### src/rtl/wb_timer_irq_sequencer_if.sv
// Wishbone signals between the interrupt sequencer (master) and the timer bank (slaves).
// CYC and RTY are per-timer; address, strobe and write-enable are shared.
interface wb_timer_irq_sequencer_if #(
  parameter int unsigned N_TIMERS = 4
);
  logic [29:0]         adr;
  logic [N_TIMERS-1:0] cyc;
  logic                stb;
  logic                we;
  logic [N_TIMERS-1:0] rty;

  modport master (
    output adr,
    output cyc,
    output stb,
    output we,
    input  rty
  );

  modport slave (
    input  adr,
    input  cyc,
    input  stb,
    input  we,
    output rty
  );
endinterface

### src/rtl/wb_timer_irq_sequencer.sv
// Round-robin interrupt acknowledge sequencer for a bank of Wishbone timer slaves.
// Grants one pending timer, reads its acknowledge register, and waits for RTY or a timeout.
module wb_timer_irq_sequencer #(
  parameter int unsigned N_TIMERS = 4,
  parameter logic [29:0] ACK_ADR  = 30'h3ffffff9,
  parameter int unsigned TIMEOUT  = 15
) (
  input  logic                        CLK_I,
  input  logic                        RST_I,
  input  logic                        en_i,
  input  logic [N_TIMERS-1:0]         irq_i,
  input  logic [N_TIMERS-1:0]         mask_i,
  wb_timer_irq_sequencer_if.master    bus,
  output logic                        busy_o,
  output logic                        done_o,
  output logic                        timeout_o,
  output logic [$clog2(N_TIMERS)-1:0] last_id_o,
  output logic [15:0]                 svc_count_o
);

  localparam int unsigned IdW     = $clog2(N_TIMERS);
  localparam logic [IdW:0] NCnt   = (IdW + 1)'(N_TIMERS);
  localparam logic [7:0]   TmoLast = 8'(TIMEOUT - 1);

  typedef enum logic [1:0] {StIdle, StReq, StGap} state_e;

  state_e              state_q, state_d;
  logic [N_TIMERS-1:0] cyc_q, cyc_d;
  logic                stb_q, stb_d;
  logic [29:0]         adr_q, adr_d;
  logic                done_q, done_d;
  logic                timeout_q, timeout_d;
  logic [IdW-1:0]      last_id_q, last_id_d;
  logic [IdW-1:0]      ptr_q, ptr_d;
  logic [15:0]         svc_count_q, svc_count_d;
  logic [7:0]          tmo_q, tmo_d;

  logic [N_TIMERS-1:0] pend;
  logic                grant_vld;
  logic [IdW-1:0]      grant_id;
  logic [IdW:0]        sum;
  logic [IdW-1:0]      cand;
  logic                rty_g;

  function automatic logic [IdW-1:0] next_id(input logic [IdW-1:0] id);
    logic [IdW:0] s;
    s = {1'b0, id} + (IdW + 1)'(1);
    if (s >= NCnt) s = '0;
    return s[IdW-1:0];
  endfunction

  // Circular search: first eligible timer at or after ptr_q.
  always_comb begin
    pend      = irq_i & mask_i;
    grant_vld = 1'b0;
    grant_id  = '0;
    sum       = '0;
    cand      = '0;
    for (int i = 0; i < int'(N_TIMERS); i++) begin
      sum = {1'b0, ptr_q} + (IdW + 1)'(i);
      if (sum >= NCnt) sum = sum - NCnt;
      cand = sum[IdW-1:0];
      if (!grant_vld && pend[cand]) begin
        grant_vld = 1'b1;
        grant_id  = cand;
      end
    end
  end

  // Only the granted timer's retry line matters.
  assign rty_g = bus.rty[last_id_q];

  always_comb begin
    state_d     = state_q;
    cyc_d       = cyc_q;
    stb_d       = stb_q;
    adr_d       = adr_q;
    done_d      = 1'b0;
    timeout_d   = 1'b0;
    last_id_d   = last_id_q;
    ptr_d       = ptr_q;
    svc_count_d = svc_count_q;
    tmo_d       = tmo_q;
    unique case (state_q)
      StIdle: begin
        if (en_i && grant_vld) begin
          state_d         = StReq;
          cyc_d           = '0;
          cyc_d[grant_id] = 1'b1;
          stb_d           = 1'b1;
          adr_d           = ACK_ADR;
          last_id_d       = grant_id;
          tmo_d           = '0;
        end
      end
      StReq: begin
        // RTY takes priority over the terminal count in the same cycle.
        if (rty_g) begin
          state_d     = StGap;
          cyc_d       = '0;
          stb_d       = 1'b0;
          adr_d       = '0;
          done_d      = 1'b1;
          svc_count_d = svc_count_q + 16'd1;
          ptr_d       = next_id(last_id_q);
        end else if (tmo_q == TmoLast) begin
          state_d   = StGap;
          cyc_d     = '0;
          stb_d     = 1'b0;
          adr_d     = '0;
          timeout_d = 1'b1;
          ptr_d     = next_id(last_id_q);
        end else begin
          tmo_d = tmo_q + 8'd1;
        end
      end
      StGap: begin
        // Lets the acknowledged timer's irq line settle before the next decision.
        state_d = StIdle;
      end
      default: state_d = StIdle;
    endcase
  end

  always_ff @(posedge CLK_I) begin
    if (RST_I) begin
      state_q     <= StIdle;
      cyc_q       <= '0;
      stb_q       <= 1'b0;
      adr_q       <= '0;
      done_q      <= 1'b0;
      timeout_q   <= 1'b0;
      last_id_q   <= '0;
      ptr_q       <= '0;
      svc_count_q <= '0;
      tmo_q       <= '0;
    end else begin
      state_q     <= state_d;
      cyc_q       <= cyc_d;
      stb_q       <= stb_d;
      adr_q       <= adr_d;
      done_q      <= done_d;
      timeout_q   <= timeout_d;
      last_id_q   <= last_id_d;
      ptr_q       <= ptr_d;
      svc_count_q <= svc_count_d;
      tmo_q       <= tmo_d;
    end
  end

  assign bus.adr     = adr_q;
  assign bus.cyc     = cyc_q;
  assign bus.stb     = stb_q;
  assign bus.we      = 1'b0;
  assign busy_o      = (state_q != StIdle);
  assign done_o      = done_q;
  assign timeout_o   = timeout_q;
  assign last_id_o   = last_id_q;
  assign svc_count_o = svc_count_q;

endmodule

### src/flat_wrapper.sv
// flat-port wrapper written by rule: the top's interface ports become plain ports
module wb_timer_irq_sequencer_flat 
#(
  parameter int unsigned N_TIMERS = 4,
  parameter logic [29:0] ACK_ADR  = 30'h3ffffff9,
  parameter int unsigned TIMEOUT  = 15
)
  (CLK_I, RST_I, en_i, irq_i, mask_i, busy_o, done_o, timeout_o, last_id_o, svc_count_o, bus_adr, bus_cyc, bus_stb, bus_we, bus_rty);
  wb_timer_irq_sequencer_if #(.N_TIMERS(N_TIMERS)) bus_i ();
  input  logic CLK_I;
  input  logic RST_I;
  input  logic en_i;
  input  logic [N_TIMERS-1:0] irq_i;
  input  logic [N_TIMERS-1:0] mask_i;
  output logic busy_o;
  output logic done_o;
  output logic timeout_o;
  output logic [$clog2(N_TIMERS)-1:0] last_id_o;
  output logic [15:0] svc_count_o;
  output wire logic [$bits(bus_i.adr)-1:0] bus_adr;
  output wire logic [$bits(bus_i.cyc)-1:0] bus_cyc;
  output wire logic [$bits(bus_i.stb)-1:0] bus_stb;
  output wire logic [$bits(bus_i.we)-1:0] bus_we;
  input wire logic [$bits(bus_i.rty)-1:0] bus_rty;
  assign bus_adr = bus_i.adr;
  assign bus_cyc = bus_i.cyc;
  assign bus_stb = bus_i.stb;
  assign bus_we = bus_i.we;
  assign bus_i.rty = bus_rty;
  wb_timer_irq_sequencer #(.N_TIMERS(N_TIMERS), .ACK_ADR(ACK_ADR), .TIMEOUT(TIMEOUT)) u_core (.CLK_I(CLK_I), .RST_I(RST_I), .en_i(en_i), .irq_i(irq_i), .mask_i(mask_i), .bus(bus_i), .busy_o(busy_o), .done_o(done_o), .timeout_o(timeout_o), .last_id_o(last_id_o), .svc_count_o(svc_count_o));
endmodule
### config.mk
export PLATFORM = sky130hd
export DESIGN_NAME = wb_timer_irq_sequencer_flat
export DESIGN_NICKNAME = d
export VERILOG_FILES = /design/src/rtl/wb_timer_irq_sequencer_if.sv /design/src/rtl/wb_timer_irq_sequencer.sv /design/src/flat_wrapper.sv
export SDC_FILE = /design/constraint.sdc
export NUM_CORES = 1
export LEC_CHECK = 0
export ABC_AREA = 1
export ABC_CLOCK_PERIOD_IN_PS = 1900
export CAP_MARGIN = 20
export CORE_MARGIN = 3
export CORE_UTILIZATION = 35
export CTS_BUF_LIST = sky130_fd_sc_hd__clkbuf_16
export CTS_CLUSTER_SIZE = 40
export DETAILED_ROUTE_END_ITERATION = 8
export PLACE_DENSITY_LB_ADDON = 0.3
export SETUP_SLACK_MARGIN = 0.1
export SKIP_LAST_GASP = 1
export SLEW_MARGIN = 20
export SYNTH_ARGS = -nofsm -noshare
export SYNTH_HDL_FRONTEND = slang
export SYNTH_SLANG_ARGS = --single-unit
### constraint.sdc
create_clock -name CLK_I -period 1.9 [get_ports CLK_I]
set_clock_uncertainty 0.2 [all_clocks]
set_input_delay 0.38 -clock CLK_I [delete_from_list [all_inputs] [get_ports CLK_I]]
set_output_delay 0.38 -clock CLK_I [all_outputs]
set_load 0.01 [all_outputs]
* Word-level counts from Yosys, hierarchy flattened *
Index checks and enable logic that the tools add are counted.

cells by class
  add/sub/neg operators = 10
  magnitude comparators = 12
  equality and inequality tests = 6
  mux-type cells = 49
  bitwise operators = 2
  reduce and logical (&&, ||, !) cells = 20

operator list
  operator                 count
  $mux W30                 3
  $pmux W30 S2             1
  $mux W2                  14
  $mux W8                  3
  $lt A2 B3 Y1 const B     6
  $add A16 B1 Y16 const B  1
  $pmux W8 S2              1
  $mux W1                  15
  $ge A3 B3 Y1 const B     4
  $mux W4                  3
  $bmux W1 S2              5
  $add A8 B1 Y8 const B    1
  $eq A8 B4 Y1 const B     1
  $pmux W4 S2              1
  $reduce_and A2 Y1        4
  $sub A2 B1 Y2 const B    4
  $add A2 B1 Y3 const B    2
  $add A2 B2 Y3 const B    2
  $reduce_bool A2 Y1       3
  $logic_and A1 B1 Y1      5
  $and A4 B4 Y4            1
  $ne A2 B2 Y1 const B     2
  $pmux W2 S2              1
  $reduce_and A4 Y1        1
  13 further kinds         15

word-level totals
  register bits after elaboration = 67
  input port bits = 15
  output and inout bits = 57

* Longest topological paths before layout *
  word-level depth = 20
  depth in mapped cells = 15
  gate-level depth less buffers = 14

* Worst setup path before layout *
Ideal clock, no wire load.

  kind = reg-to-reg
  start = register u_core.last_id_q[0] (netlist: u_core.last_id_o[0])
  end = register u_core.svc_count_q[11] (netlist: u_core.svc_count_o[11])
  data arrival time = 1.460 ns
  required time = 1.581 ns
  path slack = 0.121 ns
  stages on the path, launching flop included = 12
  clock period less this slack = 1.779 ns
  path through = dfxtp_1 nand2_1 nand3_1 nand2_2 nor2_4 nand2_2 nor2_1 inv_2 nor2_4 nand2_1 o21ai_0 a21oi_1

between the ends
  word-level cells in the longest chain between the ends = 3

ends and longest elaborated chain
  what                                RTL line                       RTL
  start, declared                     wb_timer_irq_sequencer.sv:33   logic [IdW-1:0] last_id_q, last_id_d;
  start signal, assigned              wb_timer_irq_sequencer.sv:144  last_id_q <= last_id_d;
  $bmux W1 S2                         wb_timer_irq_sequencer.sv:71   assign rty_g = bus.rty[last_id_q];
  $mux W1 (implied by the code)       wb_timer_irq_sequencer.sv:71
  $reduce_and A2 Y1 (no source line)  --
  end signal, assigned                wb_timer_irq_sequencer.sv:146  svc_count_q <= svc_count_d;
  end, declared                       wb_timer_irq_sequencer.sv:35   logic [15:0] svc_count_q, svc_count_d;

No other way between the ends. The select of a mux whose other input is x is not followed.
A chain may end at the register's enable or synchronous reset.

* Final worst setup path *
  start = register u_core.ptr_q[0]
  end = register u_core.cyc_q[3] (netlist: u_core.bus.cyc[3])

between the ends
  word-level cells in the longest chain between the ends = 20

ends and longest elaborated chain
  what                                                    RTL line                       RTL
  start, declared                                         wb_timer_irq_sequencer.sv:34   logic [IdW-1:0] ptr_q, ptr_d;
  start signal, assigned                                  wb_timer_irq_sequencer.sv:145  ptr_q <= ptr_d;
  branches (longest 20 deep; another with $add A2 B1 Y3)  --
  end signal, assigned                                    wb_timer_irq_sequencer.sv:139  cyc_q <= cyc_d;
  end, declared                                           wb_timer_irq_sequencer.sv:28   logic [N_TIMERS-1:0] cyc_q, cyc_d;

Several ways; the timed one is not identified. The select of a mux whose other input is x is not followed.

==> flow_summary.ini <==
[floorplan]
die_y_um = 87.61
die_w_um = 87.61
initial_core_util_pct = 36.50
ios = 72
rows = 29
dieArea_um2 = 7676
core_um2 = 6386

[timing]
fmax_ghz = 0.5575
period_needed_ns = 1.794
grt_setup_unrepaired = true
drv_slew = 0
period_share_pct = 94.40
finalHoldViolCount = 0
finalSetupViolations = 0

[place]
numPortBuffers = 68
hpwl_um = 4111
gp_congestion = 0.8191

[finish]
drive_above_1_share_pct = 31.11
area_growth_pct = 55.50
antennaDiodeCount = 0
final_nets = 452
utilization_pct = 56.76
fill_cells = 588

[global_route]
first_global_vias = 2131
grt_pass1_wl_um = 9356
antenna_found_initial = 0
overflow = 0
grtUsageTotal_pct = 14.97
grt_start_max_net_pins = 30

[synthesis]
synth_most_common_cell = nand2_1
syn-cell-area_um2 = 2331
synth_area_leaders = dfxtp_1 32%, nand2_1 13%, buf_4 10%
avgSynthCellArea_um2 = 6.856
synth_top_area_cell = dfxtp_1
ys_async_sr_fraction_pct = 0
synth_edf_count = 0
synth_top_area_share_pct = 31.78
ys_top_cells_by_count = 82 x nand2_1, 37 x dfxtp_1, 31 x buf_4, 30 x inv_1
seq_area_frac_synth_pct = 31.78
netlist_instances = 340
ys_ff_latch = 37
synth-main-ff-cell = dfxtp_1
ys_warn_count = 0
ys_types = 33

[clock_tree]
clock_latency_ns = 0.28
cts_buffer_depth = 2
clkSinkCount = 37
root_buffer = clkbuf_16
cts_tree = built
cts-htree-levels = 2
cts.clk_slew.worst_paths_ns = 0.05
cts_made_buffers = 5

[critical_path]
crit_path_max_fanout = 5
cp.arrival_ns = 1.80
crit_required_ns = 1.90
worstSetupPathType = reg2reg
worstSetupStartpointType = register
ff2ff_path_depth = 13
cp-end-kind = register

[pwr]
peakVddDrop_uv = 523.6
p_per_area_nw_per_um2 = 959.9
p_seq_share_pct = 26.6
swShare_pct = 37.15
p_sw_uw = 1293
clkPwrFrac_pct = 21.9
power_uw = 3479
power.leakage_uw = 0.001825
p_int_uw = 2187
combPwrFrac_pct = 51.5

[detailed_routing]
ant_nets = 0
vias = 2437
drc = 0
first_iter_violations = 84
finalWirelength_um = 6107
firstDrtPassIters = 4
via_per_inst = 4.769
routedWlPerCell_um = 11.95

[worst_hold_path]
hp-class = reg2reg
whs_path_depth = 2

[outcome]
status = finished, final reports clean

[run]
maxCapViolCount = 0
-- sequential cells by signal (all words and copies together), names as in the netlist --
register	count
u_core.bus.cyc	4
u_core.state_q	2
u_core.bus.adr	1
u_core.tmo_q	8
u_core.last_id_o	2
u_core.done_o	1
u_core.ptr_q	2
u_core.svc_count_o	16
u_core.timeout_o	1
-- path summary, 6_finish.rpt --
path,from,slack [ns],endpoint
setup / recovery,u_core.ptr_q[0]$_SDFFE_PP0P_,0.11,u_core.bus.cyc[3]$_SDFFE_PP0P_
hold / removal,u_core.bus.cyc[2]$_SDFFE_PP0P_,0.26,u_core.bus.cyc[2]$_SDFFE_PP0P_
setup reg to reg,u_core.ptr_q[0]$_SDFFE_PP0P_,0.11,u_core.bus.cyc[3]$_SDFFE_PP0P_
hold reg to reg,u_core.bus.cyc[2]$_SDFFE_PP0P_,0.26,u_core.bus.cyc[2]$_SDFFE_PP0P_
-- metal layers --
metal	global-route usage (%)	wire, um	vias up
li1	-	-	1248
met1	17.95	2597	1098
met2	26.03	2921	72
met5	0	0	-
met4	5.718	196	0
met3	3.293	391	19
-- power groups by stage --
stage	Clock [uW]	Sequential, uW	Combinational (uW)
3_3_place_gp	0	922	1510
3_5_place_dp	0	927	1520
6_report	761	925	1790
2_1_floorplan	0	965	939
5_1_grt	825	939	1940
4_1_cts	781	916	1540
-- cell usage in the layout (no fill, tap or decap), types with 2 or more instances in the layout --
cell	Yosys	layout
a21oi_1	20	20
a31oi_1	2	2
buf_12	0	3
buf_4	31	46
buf_6	3	2
clkbuf_16	0	5
clkdlybuf4s50_1	0	11
conb_1	1	3
dfxtp_1	37	32
dfxtp_2	0	3
dfxtp_4	0	2
dlygate4sd2_1	0	50
dlymetal6s2s_1	0	7
ha_1	4	4
inv_1	30	32
inv_2	6	5
inv_4	0	3
nand2_1	82	59
nand2_2	12	26
nand2_4	0	9
nand3_1	29	20
nand3_2	1	7
nand3_4	1	4
nand4_1	6	6
nor2_1	29	25
nor2_2	1	3
nor2_4	5	7
nor3_1	4	3
o21ai_0	12	10
o21ai_1	5	3
o21ai_2	0	4
xnor2_1	2	2
xor2_1	4	4
-- final cells by class --
type	count	area [um^2]	area share [%]
Clock buffer	5	125.1	3.452
Clock inverter	3	11.26	0.3107
Inverter	37	151.4	4.177
Multi-Input combinational cell	232	1419	39.14
Sequential cell	37	752.0	20.75
Tap cell	77	96.34	2.658
Timing Repair Buffer	119	1064	29.34
Timing Repair inverter	1	6.256	0.1726
-- what timing repair did --
action,4_1_cts,5_1_grt
hold buffers,0,0
cloned,1,1
setup endpoints to repair,63,34
hold endpoints to repair,0,0
pin swaps,12,28
setup buffers,7,13
gates resized for setup,73,57
-- cells by family (layout without fill, tap and decap cells) --
group                      after synthesis  after routing  share of synthesized area, %
xor gates and xnor gates                 6              6                         2.254
DFF                                     37             37                         31.78
buffers and inverters                   74            165                         18.09
other                                    1              3                        0.1609
AOI/OAI and AO/OA                       44             44                         10.04
and+or+nand+nor                        174            175                         35.53
adders and majority gates                4              4                         2.147
-- critical path: stages, from the launching register on --
cell	delay, ns
dfxtp_2	0.32
buf_6	0.13
inv_8	0.07
nand2_2	0.05
nand2_2	0.09
nand2_2	0.07
nand2_4	0.11
buf_4	0.12
nand4_1	0.12
nand3_1	0.12
nand2_2	0.10
nor2_2	0.11
nand2_1	0.06
o21ai_0	0.06
-- stage by stage --
stage	cell area (um^2)	setup slack, ns	setup TNS, ns	hold slack [ns]	std cells
3_5_place_dp	3095	-0.3995	-7.610	0.2545	481
3_3_place_gp	3095	-0.3110	-6.454	0.2463	481
2_1_floorplan	2338	0.1207	0	0.2585	342
6_report	3625	0.1064	0	0.2638	511
4_1_cts	3326	0.08195	0	0.2631	497
5_1_grt	3625	-0.03012	-0.03220	0.3020	511
No activity file was read; power rests on OpenSTA's default activity.
